<file path="src/rtl/cpu_core_pkg.sv">
// cpu_core_pkg: opcode and state encodings plus instruction field layout shared by the core and ALU
package cpu_core_pkg;

    localparam int OP_MSB = 2;
    localparam int OP_LSB = 0;

    typedef enum logic [2:0] {
        OP_NOP, OP_ADD, OP_SUB, OP_AND, OP_OR, OP_XOR, OP_JMP, OP_HALT
    } op_t;

    typedef enum logic [3:0] {
        ST_IDLE, ST_FETCH, ST_FETCH_A, ST_FETCH_B, ST_FETCH_D,
        ST_LOAD_A, ST_LOAD_B, ST_EXEC, ST_STORE, ST_HALTED
    } state_t;

    function automatic logic is_access(state_t s);
        return s inside {ST_FETCH, ST_FETCH_A, ST_FETCH_B, ST_FETCH_D, ST_LOAD_A, ST_LOAD_B, ST_STORE};
    endfunction

endpackage

</file>
<file path="src/rtl/cpu_alu.sv">
// cpu_alu: combinational ALU producing result, zero and signed-overflow flags
module cpu_alu
    import cpu_core_pkg::*;
#(
    parameter int WORD_SIZE = 8
) (
    input  logic [WORD_SIZE-1:0] a,
    input  logic [WORD_SIZE-1:0] b,
    input  op_t                  op,
    output logic [WORD_SIZE-1:0] result,
    output logic                 zero,
    output logic                 ovf
);

    localparam int M = WORD_SIZE - 1;

    // result per opcode; overflow only meaningful for ADD/SUB, cleared otherwise
    always_comb begin
        result = '0;
        ovf    = 1'b0;
        case (op)
            OP_ADD: begin
                result = a + b;
                ovf    = (a[M] == b[M]) && (result[M] != a[M]);
            end
            OP_SUB: begin
                result = a - b;
                ovf    = (a[M] != b[M]) && (result[M] != a[M]);
            end
            OP_AND:  result = a & b;
            OP_OR:   result = a | b;
            OP_XOR:  result = a ^ b;
            default: result = '0;
        endcase
        zero = result == '0;
    end

endmodule

</file>
<file path="src/rtl/cpu_core.sv">
// cpu_core: multicycle direct-addressing CPU with req/ack memory port, JMP/HALT and start pulse
module cpu_core
    import cpu_core_pkg::*;
#(
    parameter int WORD_SIZE = 8,
    parameter int ADDR_SIZE = 8,
    parameter int RST_PC    = 0
) (
    input  logic                 clk,
    input  logic                 rst_n,
    input  logic                 start,
    output logic [ADDR_SIZE-1:0] mem_addr,
    output logic                 mem_req,
    output logic                 mem_we,
    output logic [WORD_SIZE-1:0] mem_wdata,
    input  logic [WORD_SIZE-1:0] mem_rdata,
    input  logic                 mem_ack,
    output logic                 busy,
    output logic                 halted,
    output logic                 flag_zero,
    output logic                 flag_ovf
);

    state_t               state, state_nxt;
    op_t                  op;
    logic [ADDR_SIZE-1:0] pc, a_addr, b_addr, d_addr;
    logic [WORD_SIZE-1:0] a, b, result;
    logic [WORD_SIZE-1:0] alu_result;
    logic                 alu_zero, alu_ovf;
    logic                 acc;
    op_t                  fetched;
    logic [ADDR_SIZE-1:0] rd_addr, pc_inc;

    assign acc     = mem_req & mem_ack;
    assign fetched = op_t'(mem_rdata[OP_MSB:OP_LSB]);
    assign rd_addr = mem_rdata[ADDR_SIZE-1:0];
    assign pc_inc  = pc + ADDR_SIZE'(1);

    cpu_alu #(.WORD_SIZE(WORD_SIZE)) u_alu (
        .a      (a),
        .b      (b),
        .op     (op),
        .result (alu_result),
        .zero   (alu_zero),
        .ovf    (alu_ovf)
    );

    // state register
    always_ff @(posedge clk) begin
        if (!rst_n) state <= ST_IDLE;
        else        state <= state_nxt;
    end

    // next state: access states advance only on an accepted handshake
    always_comb begin
        state_nxt = state;
        case (state)
            ST_IDLE, ST_HALTED: state_nxt = start ? ST_FETCH : state;
            ST_FETCH:   if (acc) state_nxt = fetched == OP_NOP ? ST_FETCH : fetched == OP_HALT ? ST_HALTED : ST_FETCH_A;
            ST_FETCH_A: if (acc) state_nxt = op == OP_JMP ? ST_FETCH : ST_FETCH_B;
            ST_FETCH_B: if (acc) state_nxt = ST_FETCH_D;
            ST_FETCH_D: if (acc) state_nxt = ST_LOAD_A;
            ST_LOAD_A:  if (acc) state_nxt = ST_LOAD_B;
            ST_LOAD_B:  if (acc) state_nxt = ST_EXEC;
            ST_EXEC:    state_nxt = ST_STORE;
            ST_STORE:   if (acc) state_nxt = ST_FETCH;
            default:    state_nxt = ST_IDLE;
        endcase
    end

    // memory port and status decoded from state so reset drops the request on the next edge
    always_comb begin
        mem_req = is_access(state);
        mem_we  = state == ST_STORE;
        case (state)
            ST_FETCH, ST_FETCH_A, ST_FETCH_B, ST_FETCH_D: mem_addr = pc;
            ST_LOAD_A: mem_addr = a_addr;
            ST_LOAD_B: mem_addr = b_addr;
            ST_STORE:  mem_addr = d_addr;
            default:   mem_addr = '0;
        endcase
        mem_wdata = mem_we ? result : '0;
        busy      = !(state inside {ST_IDLE, ST_HALTED});
        halted    = state == ST_HALTED;
    end

    // datapath: pc, operand addresses, operands, result and flags captured on accepting edges
    always_ff @(posedge clk) begin
        if (!rst_n) begin
            pc        <= ADDR_SIZE'(RST_PC);
            op        <= OP_NOP;
            a_addr    <= '0;
            b_addr    <= '0;
            d_addr    <= '0;
            a         <= '0;
            b         <= '0;
            result    <= '0;
            flag_zero <= 1'b0;
            flag_ovf  <= 1'b0;
        end else begin
            case (state)
                ST_FETCH: if (acc) begin
                    pc <= pc_inc;
                    op <= fetched;
                end
                ST_FETCH_A: if (acc) begin
                    pc     <= op == OP_JMP ? rd_addr : pc_inc;
                    a_addr <= rd_addr;
                end
                ST_FETCH_B: if (acc) begin
                    pc     <= pc_inc;
                    b_addr <= rd_addr;
                end
                ST_FETCH_D: if (acc) begin
                    pc     <= pc_inc;
                    d_addr <= rd_addr;
                end
                ST_LOAD_A: if (acc) a <= mem_rdata;
                ST_LOAD_B: if (acc) b <= mem_rdata;
                ST_EXEC: begin
                    result    <= alu_result;
                    flag_zero <= alu_zero;
                    flag_ovf  <= alu_ovf;
                end
                default: ;
            endcase
        end
    end

endmodule

</file>
<file path="config.mk">
export PLATFORM = sky130hd
export DESIGN_NAME = cpu_core
export DESIGN_NICKNAME = d
export VERILOG_FILES = /design/src/rtl/cpu_core_pkg.sv /design/src/rtl/cpu_alu.sv /design/src/rtl/cpu_core.sv
export SDC_FILE = /design/constraint.sdc
export NUM_CORES = 1
export LEC_CHECK = 0
export CELL_PAD_IN_SITES_DETAIL_PLACEMENT = 0
export CELL_PAD_IN_SITES_GLOBAL_PLACEMENT = 1
export CORE_MARGIN = 5
export CORE_UTILIZATION = 40
export CTS_CLUSTER_DIAMETER = 150
export DETAILED_ROUTE_END_ITERATION = 7
export GPL_ROUTABILITY_DRIVEN = 0
export HOLD_SLACK_MARGIN = 0.12
export PLACE_DENSITY_LB_ADDON = 0.1
export RECOVER_POWER = 25
export SKIP_LAST_GASP = 1
export SYNTH_ARGS = -nofsm -noshare
export SYNTH_HDL_FRONTEND = slang
export SYNTH_SLANG_ARGS = --single-unit
</file>
<file path="constraint.sdc">
create_clock -name clk -period 2.2 [get_ports clk]
set_clock_uncertainty 0.15 [all_clocks]
set_input_delay 0.44 -clock clk [delete_from_list [all_inputs] [get_ports clk]]
set_output_delay 0.44 -clock clk [all_outputs]
set_load 0.005 [all_outputs]
</file>
Word level (Yosys, flattened, before mapping)

Cells that the tools add are included.

Memory bits (writable): 0
Latch bits: 0
Input port bits: 12
Register bits: 65
Memories: 0
Memory bits (read-only): 0

Add/sub/neg operators: 3
Mux-type cells: 20
Shifts and indexed selects: 0
Reductions and logical operators: 20
$mul: 0
Bitwise logic cells: 4
Order comparisons: 0
Equal/unequal tests: 29
Divide/modulo/power cells: 0

Operators with widths:

| kind                                                 | number |
|---|---|
| 2-to-1 mux 4 bit                                     | 10 |
| case mux 8 bit (5 select lines)                      | 1 |
| case mux 4 bit (9 select lines)                      | 1 |
| 2-to-1 mux 8 bit                                     | 4 |
| case mux 8 bit (4 select lines)                      | 1 |
| equality test 4 x 3 -> 1 bit (second input constant) | 4 |
| case mux 8 bit (2 select lines)                      | 1 |
| != test 2 bit (second input constant)                | 7 |
| equality test 3 bit (second input constant)          | 4 |
| AND reduction 2 bit                                  | 6 |
| adder 8 x 1 -> 8 bit (second input constant)         | 1 |
| adder 8 bit                                          | 1 |
| bitwise AND 8 bit                                    | 1 |
| equality test 4 x 2 -> 1 bit (second input constant) | 2 |
| equality test 4 bit (second input constant)          | 2 |
| zero test 8 bit                                      | 1 |
| OR 8 bit                                             | 1 |
| AND reduction 8 bit                                  | 1 |
| subtractor 8 bit                                     | 1 |
| XOR 8 bit                                            | 1 |
| nonzero test 7 bit                                   | 1 |
| equality test 3 x 2 -> 1 bit (second input constant) | 2 |
| equality test 4 x 1 -> 1 bit (second input constant) | 1 |
| zero test 4 bit                                      | 1 |
| 15 further kinds                                     | 20 |

Longest topological paths before layout

Gate-level depths: netlist of the first run.

Depth in word-level cells: 5
Gate-level depth with buffers: 10
Mapped depth without buffers: 10

Modules after synthesis

From an unflattened synthesis of the first run, not the netlist that was laid out.

Cell total of the unflattened synthesis: 548
Area total of the unflattened synthesis: 4459.3 sq um

Modules (own cells, without submodules):

| module   | area an instance (sq um) | seq. area each (sq um) | cells each | times used |
|---|---|---|---|---|
| cpu_core | 3119.2                   | 1301.2                 | 354        | 1 |
| cpu_alu  | 1340.0                   | 0.0                    | 194        | 1 |

Worst setup path after synthesis of the first run

No wires, ideal clock.

Kind: flip-flop to flip-flop
Start point: register a[0]
End point: register flag_zero
Stages on the path, launching flop included: 10
Required time: 1974 ps
Slack: -179 ps
Setup time: 76 ps
Arrival time: 2154 ps
Period minus slack after synthesis: 2379 ps
Cell sequence: dfxtp_1 -> ha_1 -> fa_1 -> a21oi_2 -> nor2_1 -> o21ba_2 -> a221o_1 -> a221oi_1 -> nand4_1 -> o22ai_1

Cells in the longest elaborated chain, start to end: 3

Ends and longest elaborated chain:

| what                                     | line            | RTL |
|---|---|---|
| from (decl)                              | cpu_core.sv:27  | `logic [WORD_SIZE-1:0] a, b, result;` |
| from (signal assigned)                   | cpu_core.sv:118 | `ST_LOAD_A: if (acc) a <= mem_rdata;` |
| subtractor 8 bit (tied with other cells) | cpu_alu.sv:27   | `result = a - b;` |
| case mux 8 bit (5 select lines) *        | cpu_alu.sv:21   | `case (op)` |
| zero test 8 bit *                        | cpu_alu.sv:35   | `zero = result == '0;` |
| to (signal assigned)                     | cpu_core.sv:122 | `flag_zero <= alu_zero;` |
| to (decl)                                | cpu_core.sv:20  | `output logic flag_zero,` |

Every way passes the cells marked *; elsewhere a longest branch is shown, timed or not.
A chain may end at the register's enable or synchronous reset.

Worst setup path after layout of the first run

Same ends and word-level chain as after synthesis.

==> run summary, run 1 <==
layout cells sized above 1: 0.364
CTS Buffer Depth: 2
Cell Area, Synth: 4220 um2
vias: 3918
final WL: 12.4 mm
max-slew violation count: 0
Final Cycle Share: 1.09
Vias/cell: 5.23
CP Capture Type: flop
crit path from: a[0]
H-tree depth: 3
Port Buffer Count: 33
Yosys warning count: 0
worst slew pin tran: 0.615 ns
clock root buffer master: clkbuf_8
number of flops mapped to enable cells by yosys: 0
initial antenna violation count: 0
largest net degree at the start of global routing: 48
Syn Nets: 532
WP depth: 9
first-pass GRT wire length: 20.4 mm
CP peak stage delay: 0.37 ns
PD cells: 553 nW/um2
most frequent cell after synthesis: dfxtp_1
Place WS: -0.223 ns
CTS tree: built
Area contributors post-synth: dfxtp_1, mux2i_1, nor2b_1
grt ovf: 0
f_max: 417 MHz
DRC Markers: 0
Main synth FF type: dfxtp_1
Routed Antenna Nets: 0
Initial Util: 0.409
Hold Startpoint: flag_ovf
total track usage: 0.198
Mapped Cells: 494
relative slew slack: 0.590
Placeable Area: 10300 um2
DR pass1 iterations: 5
vias in the first global route: 3977
most frequent cells after synthesis: dfxtp_1, nor2b_1, mux2i_1
minimum clock period: 2.40 ns
area share of the largest cell type after synthesis: 0.309
R2R Path Start: a[0]
setup ws final: -0.198 ns
Worst R2R Setup Slack: -0.20 ns
max-cap violations: 0
startpoint types: flop
largest area contributor in the netlist: dfxtp_1
sequential fraction of the synthesis area: 0.309
WL/cell: 16.6 um
Critical path destination: flag_zero
Worst path slowest cell: dfxtp_4
Crit Path Class: flop to flop
TritonCTS buffer count: 9
worst flop-to-flop path endpoint: flag_zero
CP arrival: 2.51 ns
Die H: 113 um
Die X: 113 um
clk sinks: 65
# diodes: 0
endpoints failing setup: 19
Reg clk slew, reported paths: 0.08 ns
# placed instances: 713
num rows: 37
nets@finish: 646
final hold vios: 0
Syn Area/Cell: 8.54 um2
CP Buf/Inv Count: 0
Die Area: 12700 um2
Area growth syn-to-layout: 41.9%
failing checks: negative setup slack
status: finished, violations left
RSZ-0062 raised after global routing: true
Synth cell types: 68
critical path required time: 2.32 ns
ys async rst share: 0
post-DP HPWL: 8.78 mm
Worst-Skew Late Latency: 0.35 ns
worst vdd ir: 0.334 mV
I/O Pins: 34
static leakage: 2.51 nW
cell depth of the worst flop-to-flop path: 9
Hold Crit Class: flop to flop
flops & latches, synth: 65
initial drt markers: 280
crit path cell chain: ha_4 > fa_2 > a21oi_2 > nor2_1 > o21ba_2 > a221o_1 > a221oi_2 > nand4_1 > o22ai_1
CP Max Fanout: 3
fin cells: 749
Crit path max-delay family: compound AO/OA/AOI/OAI gates
-- routing by layer --
layer / global-route usage / vias to the layer above / part of all wire / routed length, um
met5: 0 / - / 0 / 0
met4: 0.0481 / 0 / 0.0084 / 104
met3: 0.0356 / 6 / 0.033 / 405
met2: 0.321 / 52 / 0.47 / 5830
met1: 0.274 / 1883 / 0.49 / 6090
li1: - / 1977 / - / -
-- through the flow --
stage	power, mW	util	area [um2]	hold slack [ns]	setup TNS, ns
5_1_grt	3.48	0.580	5980	0.366	-4.30
2_1_floorplan	1.63	-	4260	0.313	-0.0742
6_report	3.31	0.580	5980	0.329	-1.61
3_5_place_dp	1.95	0.510	5260	0.316	-2.75
4_1_cts	3.26	0.553	5710	0.329	-1.65
3_3_place_gp	1.95	0.510	5260	0.314	-3.16
-- cell families (layout without fill, tap and decap cells) --
group	count (synthesis)	after routing	synth area share
adders and majority gates	26	26	0.0807
and+or+nand+nor	183	183	0.237
AOI/OAI and AO/OA	106	106	0.182
muxes	51	51	0.123
buffers and inverters	59	178	0.0611
DFF	65	65	0.309
xor gates and xnor gates	4	4	0.00831
-- power breakdown --
group          switching [mW]  internal (mW)
Combinational           0.464          0.491
Sequential             0.0553           1.21
Clock                   0.497          0.587
Total                    1.02           2.29
-- timing repair --
| item | 4_1_cts | 5_1_grt |
|---|---|---|
| setup buffers | 15 | 8 |
| gates cloned | 2 | 0 |
| resized for setup | 122 | 66 |
| setup endpoints to repair | 42 | 42 |
| hold buffers | 0 | 0 |
| pin swaps | 16 | 30 |
-- tightest hold or removal path: stages (launching register included) --
cell	delay, ns
dfxtp_1	0.32
nand2_1	0.05
o32ai_1	0.06
-- sequential cells by signal, summed over array words and instances, names as in the netlist --
name       cells
pc             8
b_addr         8
state          4
d_addr         8
b              8
flag_zero      1
flag_ovf       1
a              8
result         8
a_addr         8
op             3
-- layout by cell type, fill, tap and decap left out, types with 7 or more instances in the layout --
master and instances:
nor2b_1 51, buf_6 21, ha_4 7, o21ai_0 15, clkbuf_8 11, and2_1 8
dfxtp_4 7, a21oi_2 10, nand2_1 37, a21oi_1 13, a222oi_1 8, ha_1 16
dfxtp_1 56, nor3_1 8, nor2_1 20, clkdlybuf4s50_1 11, inv_1 22, mux2i_1 46
buf_2 10, buf_4 84
-- how the worst min path moves through the flow --
stage	to	slack [ns]	cells past startpoint
floorplan	flag_zero	0.31	2
global placement	flag_ovf	0.31	2
detailed placement	flag_ovf	0.32	2
CTS	flag_ovf	0.33	2
global route	flag_ovf	0.37	2
finish	flag_ovf	0.33	2
-- layout make-up --
cell class | count | area [um2]
Fill cell | 968 | 4340
Multi-Input combinational cell | 370 | 3010
Sequential cell | 65 | 1330
Timing Repair Buffer | 137 | 1170
Tap cell | 136 | 170
Clock buffer | 12 | 155
Inverter | 25 | 96.3
Clock inverter | 4 | 51.3
Note: power is estimated with default switching activity, not from simulation.
==> run 2, diff against run 1 <==
TNS_END_PERCENT = 50   (was default)
==> run 2 against run 1 <==
  * The run still ends with negative setup slack left
  * Final cell count rose by 0.67%
  * Maximum frequency shrank 3.1%
  * Via count is 0.54% higher
  * Routed wire length fell by 1.1%
  * Power fell by 2.1%
  * Critical endpoint unchanged
  * Largest cell class unchanged
  * Highest routed layer unchanged
==> run summary, run 2 (same netlist as run 1, synthesis figures left out) <==
status: finished, violations left
failing checks: negative setup slack
vias in the first global route: 3878
RSZ-0062 raised after global routing: true
most frequent cells in the layout: buf_4, dfxtp_1, nor2b_1
max-slew violation count: 0
Fillers: 947
Area growth syn-to-layout: 39.6%
Crit Path Class: flop to flop
total track usage: 0.193
TritonCTS buffer count: 9
max-cap violations: 0
Routed Antenna Nets: 0
minimum clock period: 2.47 ns
clk sinks: 65
Vias/cell: 5.22
f_max: 404 MHz
CP peak stage delay: 0.38 ns
static leakage: 2.59 nW
DRC Markers: 0
num rows: 37
I/O Pins: 34
largest net degree at the start of global routing: 51
first-pass GRT wire length: 19.7 mm
critical path required time: 2.33 ns
hold bufs inserted after CTS: 0
Tot Pwr: 3.24 mW
WL/cell: 16.3 um
CP Buf/Inv Count: 2
CP arrival: 2.60 ns
worst slew pin tran: 0.452 ns
H-tree depth: 3
clock root buffer master: clkbuf_8
setup ws final: -0.275 ns
Die H: 113 um
final hold vios: 0
Layout Utilization: 0.570
Final Cycle Share: 1.12
nets@finish: 651
worst vdd ir: 0.251 mV
relative slew slack: 0.699
Port Buffer Count: 33
CTS tree: built
Worst path slowest cell: dfxtp_4
startpoint types: flop
initial drt markers: 211
grt ovf: 0
layout cells sized above 1: 0.319
Hold Crit Class: flop to flop
PD cells: 550 nW/um2
post-DP HPWL: 8.67 mm
Die Area: 12700 um2
Worst-Skew Late Latency: 0.36 ns
Reg clk slew, reported paths: 0.08 ns
Die X: 113 um
CP Max Fanout: 3
# diodes: 0
final WL: 12.3 mm
endpoints failing setup: 20
Crit path max-delay family: compound AO/OA/AOI/OAI gates
Initial Util: 0.409
Placeable Area: 10300 um2
crit path cell chain: inv_4 > ha_4 > fa_2 > o21bai_1 > a21oi_2 > buf_4 > a221o_1 > a221oi_2 > nand4_1 > o22ai_1
CP Capture Type: flop
CTS Buffer Depth: 2
vias: 3939
initial antenna violation count: 0
commonest non-fill, non-tap cell in the layout: buf_4
DR pass1 iterations: 5
[run 2: per-layer routing]
metal	global-route usage	wire length, um	up-vias	part of all wire
met2	0.311	5810	81	0.47
met1	0.265	5870	1857	0.48
met4	0.0633	140	0	0.011
met5	0	0	-	0
li1	-	-	1990	-
met3	0.0264	462	11	0.038
[run 2: path summary, 6_finish.rpt]
kind | start | depth (start not counted) | endpoint | slack (ns)
worst max-delay path | a[0] | 10 | flag_zero | -0.27
worst min-delay path | flag_ovf | 2 | flag_ovf | 0.33
worst max register to register | a[0] | 10 | flag_zero | -0.27
worst min register to register | flag_ovf | 2 | flag_ovf | 0.33
[run 2: layout make-up]
type | instances | area, um2 | share of cell area
clock buffer | 10 | 138 | 0.0234
clock inverter | 6 | 90.1 | 0.0153
inverter | 25 | 96.3 | 0.0164
multi-input combinational | 370 | 2870 | 0.487
sequential | 65 | 1330 | 0.225
tap | 136 | 170 | 0.0289
timing repair buffer | 142 | 1200 | 0.204
[run 2: what timing repair did]
item	4_1_cts	5_1_grt
pin swaps	19	19
buffers inserted	14	8
resized for setup	58	48
gates cloned	1	1
endpoints found under the setup margin	26	31
[run 2: power by group]
| group | total [mW] | switching [mW] | leakage [nW] | internal, mW |
|---|---|---|---|---|
| sequential | 1.28 | 0.0597 | 0.530 | 1.22 |
| clock | 1.19 | 0.515 | 0.113 | 0.673 |
| combinational | 0.776 | 0.384 | 1.95 | 0.392 |
| total | 3.24 | 0.959 | 2.59 | 2.28 |
[run 2: through the flow]
step	TNS, ns	instances	cell area (um2)	worst slack (ns)	hold WS [ns]
after detailed placement	-1.92	714	5280	-0.238	0.311
after global placement	-1.75	714	5280	-0.182	0.310
after CTS	-4.49	745	5670	-0.263	0.328
final	-2.57	754	5890	-0.275	0.329
after floorplan	-0.0742	494	4260	-0.0531	0.313
after global routing	-5.11	754	5890	-0.477	0.345
[run 2: worst min-delay path: cells and delay by family (launching register included)]
kind	cells	cell delay [ns]
and+or+nand+nor	1	0.05
AOI/OAI and AO/OA	1	0.07
DFF	1	0.31
==> run 3, diff against run 2 <==
MAX_ROUTING_LAYER = met4   (was default)
==> run 3 against run 2 <==
  * The run still ends with negative setup slack left
  * Sequential power barely moved
  * Count of clock-buffer cells in the layout did not move
  * Routed wire length fell by 0.24%
  * Die area did not move
  * Highest routed layer unchanged
  * Worst setup slack got worse by 0.0065 ns
  * Final area did not move
  * Sequential share of layout area did not move
  * Largest cell class unchanged
  * Maximum frequency fell by 0.26%
  * Register-to-register slack barely moved
  * Final cell count did not move
==> run summary, run 3 (same netlist as run 1, synthesis figures left out) <==
Tot Pwr: 3.24 mW
WL/cell: 16.3 um
Crit path max-delay family: compound AO/OA/AOI/OAI gates
grt ovf: 0
status: finished, violations left
largest net degree at the start of global routing: 51
worst slew pin tran: 0.449 ns
hold bufs inserted after CTS: 0
Placeable Area: 10300 um2
commonest non-fill, non-tap cell in the layout: buf_4
Int Power: 2.28 mW
Worst-Skew Late Latency: 0.36 ns
CP Buf/Inv Count: 2
Switch Pwr: 962 uW
Initial Util: 0.409
TritonCTS buffer count: 9
initial antenna violation count: 0
endpoints failing setup: 21
Die H: 113 um
Area growth syn-to-layout: 39.6%
critical path required time: 2.33 ns
initial drt markers: 220
CP arrival: 2.61 ns
Hold EP: flag_ovf
DRC Markers: 0
max-slew violation count: 0
CP Capture Type: flop
num rows: 37
Die X: 113 um
Worst R2R Setup Slack: -0.28 ns
Vias/cell: 5.19
startpoint types: flop
first-pass GRT wire length: 19.7 mm
worst vdd ir: 0.250 mV
Reg clk slew, reported paths: 0.08 ns
# diodes: 0
Final Cycle Share: 1.13
Seq pwr share: 0.393
RSZ-0062 raised after global routing: true
final hold vios: 0
layout cells sized above 1: 0.319
total track usage: 0.198
CP Max Fanout: 3
nets@finish: 651
failing checks: negative setup slack
Place WS: -0.238 ns
Layout Utilization: 0.570
clk sinks: 65
H-tree depth: 3
CTS Buffer Depth: 2
Hold Crit Class: flop to flop
cell area after layout: 5890 um2
Routed Antenna Nets: 0
Port Buffer Count: 33
I/O Pins: 34
PD cells: 551 nW/um2
vias: 3915
sw frac: 0.297
area post-placement: 5280 um2
clock root buffer master: clkbuf_8
CTS tree: built
Die Area: 12700 um2
hold path depth: 2
CP peak stage delay: 0.38 ns
minimum clock period: 2.48 ns
# placed instances: 714
setup ws final: -0.281 ns
static leakage: 2.59 nW
post-DP HPWL: 8.67 mm
R2R Path Start: a[0]
clock power share: 0.368
final WL: 12.3 mm
f_max: 403 MHz
most frequent cells in the layout: buf_4, dfxtp_1, nor2b_1
Hold Startpoint: flag_ovf
crit path cell chain: inv_4 > ha_4 > fa_2 > o21bai_1 > a21oi_2 > buf_4 > a221o_1 > a221oi_2 > nand4_1 > o22ai_1
Worst path slowest cell: dfxtp_4
cell depth of the worst flop-to-flop path: 10
vias in the first global route: 3879
worst flop-to-flop path endpoint: flag_zero
Crit Path Class: flop to flop
DR pass1 iterations: 6
max-cap violations: 0
Gate power share: 0.239
fin cells: 754
relative slew slack: 0.700
## run 3: cell counts in the layout (fill, tap and decap cells not counted)
Identical to the previous run, type by type.
## run 3: worst max-delay path by stage
stage	start	cells past startpoint	slack, ns	to
6_report	a[0]	10	-0.28	flag_zero
5_1_grt	a[0]	10	-0.48	flag_zero
4_1_cts	a[0]	10	-0.26	flag_zero
3_5_place_dp	a[0]	10	-0.24	flag_zero
3_3_place_gp	b[0]	9	-0.18	flag_zero
2_1_floorplan	b[0]	9	-0.05	flag_zero
## run 3: final cells by class
| class | instances | area, um2 |
|---|---|---|
| clock buffers | 10 | 138 |
| clock inverters | 6 | 90.1 |
| fillers | 947 | 4440 |
| inverters | 25 | 96.3 |
| multi-input cells | 370 | 2870 |
| flip-flops and latches | 65 | 1330 |
| well taps | 136 | 170 |
| repair buffers | 142 | 1200 |
## run 3: tightest hold or removal path, delay by kind of cell (launching register included)
family | cells | cell delay (ns)
and+or+nand+nor | 1 | 0.05
DFF | 1 | 0.31
AOI/OAI and AO/OA | 1 | 0.07
## run 3: stage by stage
stage,setup TNS [ns],hold slack (ns)
2_1_floorplan,-0.0742,0.313
3_3_place_gp,-1.75,0.310
3_5_place_dp,-1.92,0.311
4_1_cts,-4.49,0.328
5_1_grt,-5.11,0.345
6_report,-2.64,0.327
## run 3: per-layer routing
layer,up-vias,global-route usage,part of all wire
met5,-,-,0
met4,0,0.0633,0.015
met3,14,0.0248,0.032
met2,74,0.311,0.47
met1,1840,0.266,0.48
li1,1987,-,-
## run 3: repair_timing
action                                  4_1_cts  5_1_grt
resized for setup                            58       48
gates cloned                                  1        1
buffers inserted                             14        8
pin swaps                                    19       19
endpoints found under the setup margin       26       31
## run 3: power groups by stage
| stage | logic, mW | registers [mW] | clock network, mW |
|---|---|---|---|
| CTS | 0.733 | 1.28 | 1.21 |
| global route | 0.843 | 1.28 | 1.26 |
| global placement | 0.663 | 1.29 | 0 |
| finish | 0.775 | 1.28 | 1.19 |
| floorplan | 0.360 | 1.27 | 0 |
| detailed placement | 0.661 | 1.29 | 0 |
